`src/rtl/free_list_ckpt.sv`:
```
// N-way physical-register free list with a single branch checkpoint on the head pointer.
// Tags are popped from head for rename and pushed at tail on retirement.
module free_list_ckpt #(
    parameter int unsigned N_WAY      = 3,
    parameter int unsigned N_PHYS_REG = 64,
    parameter int unsigned N_ARCH_REG = 32,
    parameter int unsigned TAG_W      = $clog2(N_PHYS_REG)
) (
    input  logic                                      clock,
    input  logic                                      reset,
    input  logic [$clog2(N_WAY):0]                    dispatch_num,
    input  logic [N_WAY-1:0]                          retire_valid,
    input  logic [N_WAY*TAG_W-1:0]                    rob_told,
    input  logic                                      ckpt_save,
    input  logic                                      ckpt_restore,
    output logic [N_WAY*TAG_W-1:0]                    free_list_out,
    output logic [$clog2(N_WAY):0]                    free_num,
    output logic [$clog2(N_PHYS_REG-N_ARCH_REG):0]    free_count,
    output logic                                      overflow_err
);

    localparam int unsigned DEPTH = N_PHYS_REG - N_ARCH_REG;
    localparam int unsigned IDX_W = $clog2(DEPTH);
    localparam int unsigned PTR_W = IDX_W + 1;
    localparam int unsigned CNT_W = IDX_W + 1;
    localparam int unsigned NUM_W = $clog2(N_WAY) + 1;

    typedef logic [PTR_W-1:0] ptr_t;
    typedef logic [IDX_W-1:0] idx_t;
    typedef logic [CNT_W-1:0] cnt_t;
    typedef logic [CNT_W:0]   sum_t;
    typedef logic [NUM_W-1:0] num_t;
    typedef logic [TAG_W-1:0] tag_t;

    // Pointer = {wrap, index}; index stays in [0, DEPTH) so DEPTH need not be a power of 2.
    function automatic ptr_t ptr_add(input ptr_t p, input cnt_t k);
        sum_t s;
        ptr_t r;
        s = sum_t'(p[IDX_W-1:0]) + sum_t'(k);
        if (s >= sum_t'(DEPTH)) begin
            r = {~p[IDX_W], idx_t'(s - sum_t'(DEPTH))};
        end else begin
            r = {p[IDX_W], idx_t'(s)};
        end
        return r;
    endfunction

    function automatic cnt_t ptr_dist(input ptr_t from, input ptr_t to);
        cnt_t d;
        if (from[IDX_W] == to[IDX_W]) begin
            d = cnt_t'(to[IDX_W-1:0]) - cnt_t'(from[IDX_W-1:0]);
        end else begin
            d = cnt_t'(DEPTH) - cnt_t'(from[IDX_W-1:0]) + cnt_t'(to[IDX_W-1:0]);
        end
        return d;
    endfunction

    tag_t entries_q [DEPTH];
    ptr_t head_q, tail_q, snap_q;
    logic ovf_q;

    cnt_t             count;
    num_t             num;
    num_t             alloc;
    ptr_t             head_alloc;
    cnt_t             used;
    cnt_t             room;
    cnt_t             n_wr;
    ptr_t             wr_ptr;
    ptr_t             rd_ptr;
    logic             ovf_hit;
    logic [N_WAY-1:0] wr_en;
    idx_t             wr_idx [N_WAY];
    ptr_t             head_d, tail_d, snap_d;

    always_comb begin
        count      = ptr_dist(head_q, tail_q);
        num        = (count >= cnt_t'(N_WAY)) ? num_t'(N_WAY) : num_t'(count);
        // A restore flushes the front end, so this cycle's dispatch request is dropped.
        alloc      = ckpt_restore ? '0 : ((dispatch_num > num) ? num : dispatch_num);
        head_alloc = ptr_add(head_q, cnt_t'(alloc));
        used       = ckpt_restore ? ptr_dist(snap_q, tail_q) : (count - cnt_t'(alloc));
        room       = cnt_t'(DEPTH) - used;

        n_wr    = '0;
        ovf_hit = 1'b0;
        wr_en   = '0;
        wr_ptr  = tail_q;
        for (int i = 0; i < N_WAY; i++) begin
            wr_idx[i] = '0;
            wr_ptr    = ptr_add(tail_q, n_wr);
            if (retire_valid[i]) begin
                if (n_wr < room) begin
                    wr_en[i]  = 1'b1;
                    wr_idx[i] = wr_ptr[IDX_W-1:0];
                    n_wr      = n_wr + cnt_t'(1);
                end else begin
                    ovf_hit = 1'b1;
                end
            end
        end

        tail_d = ptr_add(tail_q, n_wr);
        head_d = ckpt_restore ? snap_q : head_alloc;
        snap_d = (ckpt_save && !ckpt_restore) ? head_alloc : snap_q;
    end

    always_comb begin
        free_list_out = '0;
        rd_ptr        = head_q;
        for (int i = 0; i < N_WAY; i++) begin
            rd_ptr = ptr_add(head_q, cnt_t'(i));
            if (num_t'(i) < num) begin
                free_list_out[i*TAG_W +: TAG_W] = entries_q[rd_ptr[IDX_W-1:0]];
            end
        end
    end

    assign free_count   = count;
    assign free_num     = num;
    assign overflow_err = ovf_q;

    always_ff @(posedge clock) begin
        if (reset) begin
            for (int k = 0; k < DEPTH; k++) begin
                entries_q[k] <= tag_t'(N_ARCH_REG + k);
            end
            head_q <= '0;
            tail_q <= {1'b1, idx_t'(0)};
            snap_q <= '0;
            ovf_q  <= 1'b0;
        end else begin
            for (int i = 0; i < N_WAY; i++) begin
                if (wr_en[i]) begin
                    entries_q[wr_idx[i]] <= rob_told[i*TAG_W +: TAG_W];
                end
            end
            head_q <= head_d;
            tail_q <= tail_d;
            snap_q <= snap_d;
            ovf_q  <= ovf_q | ovf_hit;
        end
    end

endmodule
```
`config.mk`:
```
export PLATFORM = sky130hd
export DESIGN_NAME = free_list_ckpt
export DESIGN_NICKNAME = d
export VERILOG_FILES = /design/src/rtl/free_list_ckpt.sv
export SDC_FILE = /design/constraint.sdc
export NUM_CORES = 1
export LEC_CHECK = 0
export CORE_MARGIN = 2
export CORE_UTILIZATION = 45
export DETAILED_ROUTE_END_ITERATION = 6
export DONT_BUFFER_PORTS = 1
export RECOVER_POWER = 100
export SYNTH_ARGS = -nofsm -noshare
export SYNTH_HDL_FRONTEND = slang
export SYNTH_SLANG_ARGS = --single-unit
```
`constraint.sdc`:
```
create_clock -name clock -period 12.2 [get_ports clock]
set_input_delay 2.44 -clock clock [delete_from_list [all_inputs] [get_ports clock]]
set_output_delay 2.44 -clock clock [all_outputs]
set_load 0.005 [all_outputs]
```
==> results.md, run 1 <==
* Run status: finished with violations
* Failing checks: capacitance limit, slew limit
* Clk buf depth at 3
* Total wire length at 75.9 mm
* Final Hold Viols at 0
* First-pass GRT wire length at 107 mm
* Crit-path max FO at 22
* CP Capture Type: flip-flop
* Fin. max-slew vios at 115
* Delay-heaviest family, CP: simple AND/OR/NAND/NOR gates
* Drt initial violations at 2,323
* Max_cap viols at 2
* Beginning of the worst hold path: snap_q[2]$_SDFFE_PP0P_
* Power Total at 3250 uW
* Critical path type: reg2reg
* Tot GR Track Use at 0.356
* Pin count of the biggest net entering global routing at 71
* DP HPWL at 55.0 mm
* Worst-Margin Slew at 3.77 ns
* Post-layout minimum cycle time at 11.35 ns
* R2r startpoint: tail_q[0]$_SDFF_PP0_
* Clock power frac at 0.233
* Post-layout util at 0.480
* Seq pwr share at 0.288
* Total CTS buffers at 25
* Met3 Use GR at 0.125
* FFs w/ async S/R, synth at 0
* Post-route DRC at 0
* Initial Util at 0.454
* Syn_area_per_cell at 11.4 um^2
* Vias in the first global route at 14.9k
* Most used routing layer: met2
* Rel. slew slack at -1.52
* YS warnings at 0
* Slowest cell on crit path: nor4_1
* Slowest stage delay, CP at 0.82 ns
* Area Growth Syn to Fin at 5.68%
* Buf/Inv on CP at 4
* Top cell by count, worst path: ha_1
* Clock-pin slew on the worst setup and hold paths at 0.07 ns
* Layout cell share with drive strength beyond 1 at 0.210
* Setup violations, final at 0
* Vias per inst at 7.58
* Internal power at 1850 uW
* Most frequent cells in the layout: edfxtp_1 (192), mux4_2 (180), mux2i_1 (121)
* Hold_buf cts at 0
* Core area at 0.0407 mm^2
* Required @ worst endpoint at 12.43 ns
* Register area share after synthesis at 0.332
* Period utilisation layout at 0.931
* CP Launch Type: flip-flop
* M2 GR Usage at 0.525
* PortBufs at 0
* TritonCTS clock tree: built
* H-tree levels at 1
* Cell Area, Synth at 0.0185 mm^2
* Antenna violations before repair at 3
* RePlAce Congestion at 1.03
* Post-CTS setup buffer count at 0
* CTS sink cnt at 211
* CP startpoint: tail_q[0]$_SDFF_PP0_
* Post-synthesis cell count at 1,623
* Peak VDD IR at 0.187 mV
* Synth Flop Type: edfxtp_1
* GR Util met1 at 0.467
* Fmax at 88.1 MHz
* Most common cell after layout, fill and taps aside: edfxtp_1
* Mapped Nets at 1,691
* Setup WS pre-CTS at 1.34 ns
* Total gr overflow at 0
* Root buffer cell: clkbuf_16
* Via count at 15.7k
* Clk_lat worst skew at 0.54 ns
* Switching pwr at 1400 uW
* Flops & latches, synth at 211
* Post_cts resized at 0
* Sum Neg Setup Slack at 0 ns
* Leak pwr at 0.00622 uW
* Die height at 207 um
* PnR worst setup slack at 0.846 ns
* DR WL/cell at 36.6 um
* Sw Ratio at 0.430
* Hold/Removal Path Class: reg2reg
* Post-synth cell types at 82
* Power density cells at 166 mW/mm^2
* Nets at 1,589
* I/O pins at 56
* Router iterations before antenna repair at 5
* Post-synth EDFFs at 192
* Row cnt at 74
* Gate power share at 0.479
* Die W at 207 um
* RSZ-0062 raised after global routing: no
* Worst Path Arrival at 11.58 ns
* Routed Antenna Nets at 0
* DIE AREA at 0.0428 mm^2
* Hold slack at 0.448 ns
* Setup Skew at 0.0166 ns
==> cells by family after synthesis <==
| kind of cell | after synthesis | synth area share |
|---|---|---|
| AO/OA/AOI/OAI | 343 | 0.131 |
| XOR/XNOR | 27 | 0.0128 |
| adder cells (fa/ha/maj) | 41 | 0.0304 |
| buffers and inverters | 199 | 0.0441 |
| flip-flops | 211 | 0.332 |
| multiplexers | 384 | 0.335 |
| other | 2 | 0.000406 |
| AND/OR/NAND/NOR | 416 | 0.114 |
==> metal layers <==
metal,wire [um],vias up
met5,48,-
met2,32500,1336
met1,27500,7705
met4,4530,6
li1,-,6396
met3,11300,273
==> power by group through the flow <==
stage | Combinational, uW | Sequential, uW | Clock (uW)
final | 1560 | 938 | 758
after global placement | 1510 | 945 | 0
after detailed placement | 1520 | 949 | 0
after floorplan | 1090 | 906 | 0
after global routing | 1650 | 944 | 784
after CTS | 1530 | 934 | 760
==> flip-flops by register name, indices dropped and copies added (netlist names) <==
name,count
entries_q,192
head_q,6
overflow_err,1
snap_q,6
tail_q,6
==> synthesized netlist by cell type, drive strengths merged, types with 5 or more instances <==
master / number / area (um^2)
dfxtp: 19 / 380
nor2: 96 / 360
o32ai: 11 / 96.3
edfxtp: 192 / 5770
a21o: 7 / 52.6
nand2: 101 / 379
clkbuf: 90 / 339
o211ai: 9 / 67.6
a21oi: 31 / 166
a22o: 14 / 123
fa: 7 / 140
o31ai: 7 / 57.6
ha: 33 / 413
a2bb2oi: 6 / 52.6
nand4: 30 / 188
xor2: 11 / 96.3
nor4: 8 / 56.3
buf: 63 / 305
nor3: 32 / 230
o2111ai: 11 / 96.3
nand2b: 6 / 37.5
mux4: 180 / 4050
o22ai: 112 / 701
clkinv: 7 / 26.3
and3: 12 / 75.1
nor2b: 21 / 131
inv: 39 / 146
nand3: 54 / 280
a211o: 5 / 43.8
a2111o: 5 / 56.3
or3: 29 / 181
mux2: 83 / 935
a22oi: 22 / 165
and2: 11 / 68.8
mux2i: 121 / 1210
a211oi: 13 / 118
xnor2: 16 / 140
o21ai: 46 / 249
a32oi: 12 / 105
==> worst min-delay path, delay by kind of cell, from the launching register on <==
kind,cells,cell delay (ns)
flops,1,0.31
simple gates,1,0.05
compound gates,1,0.05
==> through the flow <==
step           cells  instance area (um^2)
2_1_floorplan   1623                 18500
3_3_place_gp    2026                 18800
3_5_place_dp    2026                 18800
4_1_cts         2071                 19600
5_1_grt         2071                 19600
6_report        2072                 19600
==> path summary, 6_finish.rpt <==
check,endpoint,slack [ns],cells after the start
worst min register to register,head_q[2]$_SDFF_PP0_,0.45,2
worst max-delay path,entries_q[4][0]$_DFFE_PP_,0.85,36
worst max register to register,entries_q[4][0]$_DFFE_PP_,0.85,36
worst min-delay path,head_q[2]$_SDFF_PP0_,0.45,2
==> layout make-up <==
class	count	area (um^2)
Sequential cell	211	6150
Inverter	46	173
Fill cell	3695	21200
Clock inverter	8	88.8
Timing Repair Buffer	24	170
Multi-Input combinational cell	1213	11600
Clock buffer	37	723
Antenna cell	1	2.50
Tap cell	532	666
No activity file was read; power rests on OpenSTA's default activity.
==> run 2, diff against run 1 <==
Settings changed: ABC_AREA set to 1.
==> run 2 against run 1 <==
The run still ends with capacitance limit, slew limit left. Sequential power down 5.2%. Hold slack improved by 0.019 ns. Final area grew 1.8%. Cell count rose by 61%. Sequential share of layout area fell by 0.59 points. First-iteration DRC count grew 32%. Synthesized cell count rose by 82%. Critical path depth decreased by 28. Largest cell class unchanged.
==> results.md, run 2 <==
* Required @ worst endpoint at 9.76 ns (was 12.43 ns)
* Worst-path cell chain: clkbuf_1 > clkbuf_1 > o21ai_0 > nand2_1 > nand3_1 > o21ai_0 > a21oi_1 > a221oi_1
* Crit-path max FO at 95 (was 22)
* Root buffer cell: clkbuf_16 (unchanged)
* Setup Skew at 0.0401 ns (was 0.0166 ns)
* Slowest stage delay, CP at 2.60 ns (was 0.82 ns)
* I/O pins at 56 (unchanged)
* H-tree levels at 1 (unchanged)
* Fin. max-slew vios at 169 (was 115)
* Power Total at 2900 uW (was 3250 uW)
* Row cnt at 75 (was 74)
* Post-route DRC at 0 (unchanged)
* Period utilisation layout at 0.878 (was 0.931)
* DR WL/cell at 24.8 um (was 36.6 um)
* Area Growth Syn to Fin at 4.14% (was 5.68%)
* TritonCTS clock tree: built (unchanged)
* Power density cells at 145 mW/mm^2 (was 166 mW/mm^2)
* CP Capture Type: output pin (was flip-flop)
* Post-CTS setup buffer count at 0 (unchanged)
* Clk_lat worst skew at 0.57 ns (was 0.54 ns)
* Initial Util at 0.456 (was 0.454)
* Area leader, netlist: edfxtp_1 (unchanged)
* Post_cts resized at 0 (unchanged)
* Hold_buf cts at 0 (unchanged)
* Worst Path Arrival at 8.27 ns (was 11.58 ns)
* Post-synth EDFFs at 192 (unchanged)
* Hold/Removal Path Class: reg2reg (unchanged)
* Routed Antenna Nets at 0 (unchanged)
* Mapped Nets at 3,018 (was 1,691)
* Most flops, register: entries_q (unchanged)
* Most common cell after layout, fill and taps aside: nand2_1 (was edfxtp_1)
* Final Hold Viols at 0 (unchanged)
* Peak VDD IR at 0.118 mV (was 0.187 mV)
* Sum Neg Setup Slack at 0 ns (unchanged)
* Syn_area_per_cell at 6.48 um^2 (was 11.4 um^2)
* Cells taking the most area after synthesis: edfxtp_1 (30%), nand2_1 (18%), o21ai_0 (9.3%), nand3_1 (8.7%), a21oi_1 (4.9%) (was edfxtp_1 (31%), mux4_2 (22%), mux2i_1 (6.5%), mux2_2 (4.1%), o22ai_1 (3.8%))
* Layout cell share with drive strength beyond 1 at 0.0431 (was 0.210)
* Most frequent cells after synthesis: nand2_1 (935), o21ai_0 (354), nand3_1 (331), inv_1 (208), edfxtp_1 (192) (was edfxtp_1 (192), mux4_2 (180), mux2i_1 (121), o22ai_1 (112), nand2_1 (101))
* RePlAce Congestion at 1.02 (was 1.03)
* Drt initial violations at 3,077 (was 2,323)
* Setup violations, final at 0 (unchanged)
* Slowest cell on crit path: clkbuf_1 (was nor4_1)
* Core area at 0.0419 mm^2 (was 0.0407 mm^2)
* Pin count of the biggest net entering global routing at 96 (was 71)
* Hold slack at 0.468 ns (was 0.448 ns)
* CTS sink cnt at 211 (unchanged)
* Router iterations before antenna repair at 7 (was 5)
* FFs w/ async S/R, synth at 0 (unchanged)
* Cell Area, Synth at 0.0191 mm^2 (was 0.0185 mm^2)
* Nets at 2,853 (was 1,589)
* Largest register FFs at 192 (unchanged)
* Leak pwr at 0.00858 uW (was 0.00622 uW)
* Synth Flop Type: edfxtp_1 (unchanged)
* Die W at 210 um (was 207 um)
* PnR worst setup slack at 1.49 ns (was 0.846 ns)
* Post-synthesis cell count at 2,950 (was 1,623)
* Clock-pin slew on the worst setup and hold paths at 0.06 ns (was 0.07 ns)
* First-pass GRT wire length at 120 mm (was 107 mm)
* Max_cap viols at 2 (unchanged)
* Failing checks: capacitance limit, slew limit (unchanged)
* Fmax at 93.4 MHz (was 88.1 MHz)
* Register area share after synthesis at 0.321 (was 0.332)
* Vias in the first global route at 18.3k (was 14.9k)
* Vias per inst at 6.26 (was 7.58)
* Setup WS pre-CTS at 2.44 ns (was 1.34 ns)
* DIE AREA at 0.0442 mm^2 (was 0.0428 mm^2)
* Die height at 210 um (was 207 um)
* Clk buf depth at 3 (unchanged)
* Critical path type: reg2out (was reg2reg)
* Total wire length at 83.1 mm (was 75.9 mm)
* CP Launch Type: flip-flop (unchanged)
* Most frequent cell after synthesis: nand2_1 (was edfxtp_1)
* Via count at 21.0k (was 15.7k)
* Antenna violations before repair at 0 (was 3)
* Filler cell count at 4,270 (was 3,695)
* Tot GR Track Use at 0.368 (was 0.356)
* Flops & latches, synth at 211 (unchanged)
* Total gr overflow at 0 (unchanged)
* Post-layout util at 0.475 (was 0.480)
* Run status: finished with violations (unchanged)
* Worst-Margin Slew at 3.56 ns (was 3.77 ns)
* DP HPWL at 57.3 mm (was 55.0 mm)
* RSZ-0062 raised after global routing: no (unchanged)
* Most frequent cells in the layout: nand2_1 (943), o21ai_0 (356), nand3_1 (336) (was edfxtp_1 (192), mux4_2 (180), mux2i_1 (121))
* Rel. slew slack at -1.37 (was -1.52)
* Total CTS buffers at 26 (was 25)
* PortBufs at 0 (unchanged)
* Post-layout minimum cycle time at 10.71 ns (was 11.35 ns)
* Post-synth cell types at 53 (was 82)
* YS warnings at 0 (unchanged)
* Post-synth top area share at 0.301 (was 0.311)
## run 2: worst max-delay path: cells and delay by family (launching register included)
kind	cells	cell delay [ns]
compound gates	4	1.88
flops	1	0.65
simple gates	2	0.32
buf+inv	2	4.70
## run 2: power by group
group | internal (uW) | switching, uW | leakage (uW)
Sequential | 851 | 37.7 | 0.00176
Combinational | 311 | 867 | 0.00636
Clock | 506 | 325 | 0.000466
Total | 1670 | 1230 | 0.00858
## run 2: layout make-up
class / count / area (um^2) / area share
Clock buffer: 32 / 758 / 0.0381
Antenna cell: 1 / 2.50 / 0.000126
Tap cell: 539 / 674 / 0.0339
Clock inverter: 16 / 168 / 0.00842
Sequential cell: 211 / 6150 / 0.309
Timing Repair Buffer: 31 / 219 / 0.0110
Inverter: 222 / 836 / 0.0420
Multi-Input combinational cell: 2293 / 11100 / 0.558
## run 2: metrics by stage
stage / cells / instance area, um^2
2_1_floorplan: 2950 / 19100
3_3_place_gp: 3296 / 19100
3_5_place_dp: 3296 / 19100
4_1_cts: 3344 / 20000
5_1_grt: 3344 / 19900
6_report: 3345 / 19900
## run 2: cell families after synthesis
logic type | synth area share
mux | 0.00262
fa+ha+maj | 0.0289
buf+inv | 0.0953
flops | 0.321
other cells | 0.000393
simple gates | 0.332
xor+xnor | 0.00779
compound gates | 0.211
## run 2: final timing paths
path,start,end,slack [ns],cells past startpoint
hold / removal,snap_q[2]$_SDFFE_PP0P_,snap_q[2]$_SDFFE_PP0P_,0.47,2
setup / recovery,head_q[0]$_SDFF_PP0_,free_list_out[16],1.49,8
hold reg to reg,snap_q[2]$_SDFFE_PP0P_,snap_q[2]$_SDFFE_PP0P_,0.47,2
setup reg to reg,head_q[3]$_SDFF_PP0_,entries_q[22][5]$_DFFE_PP_,1.75,41
## run 2: routing by layer
| layer | wire (um) | share of wire | track usage | vias to the layer above |
|---|---|---|---|---|
| met4 | 3450 | 0.041 | 0.144 | 0 |
| met3 | 11100 | 0.13 | 0.0913 | 226 |
| met1 | 33400 | 0.40 | 0.513 | 9590 |
| met2 | 35100 | 0.42 | 0.549 | 1442 |
| met5 | 0 | 0 | 0 | - |
| li1 | - | - | - | 9695 |
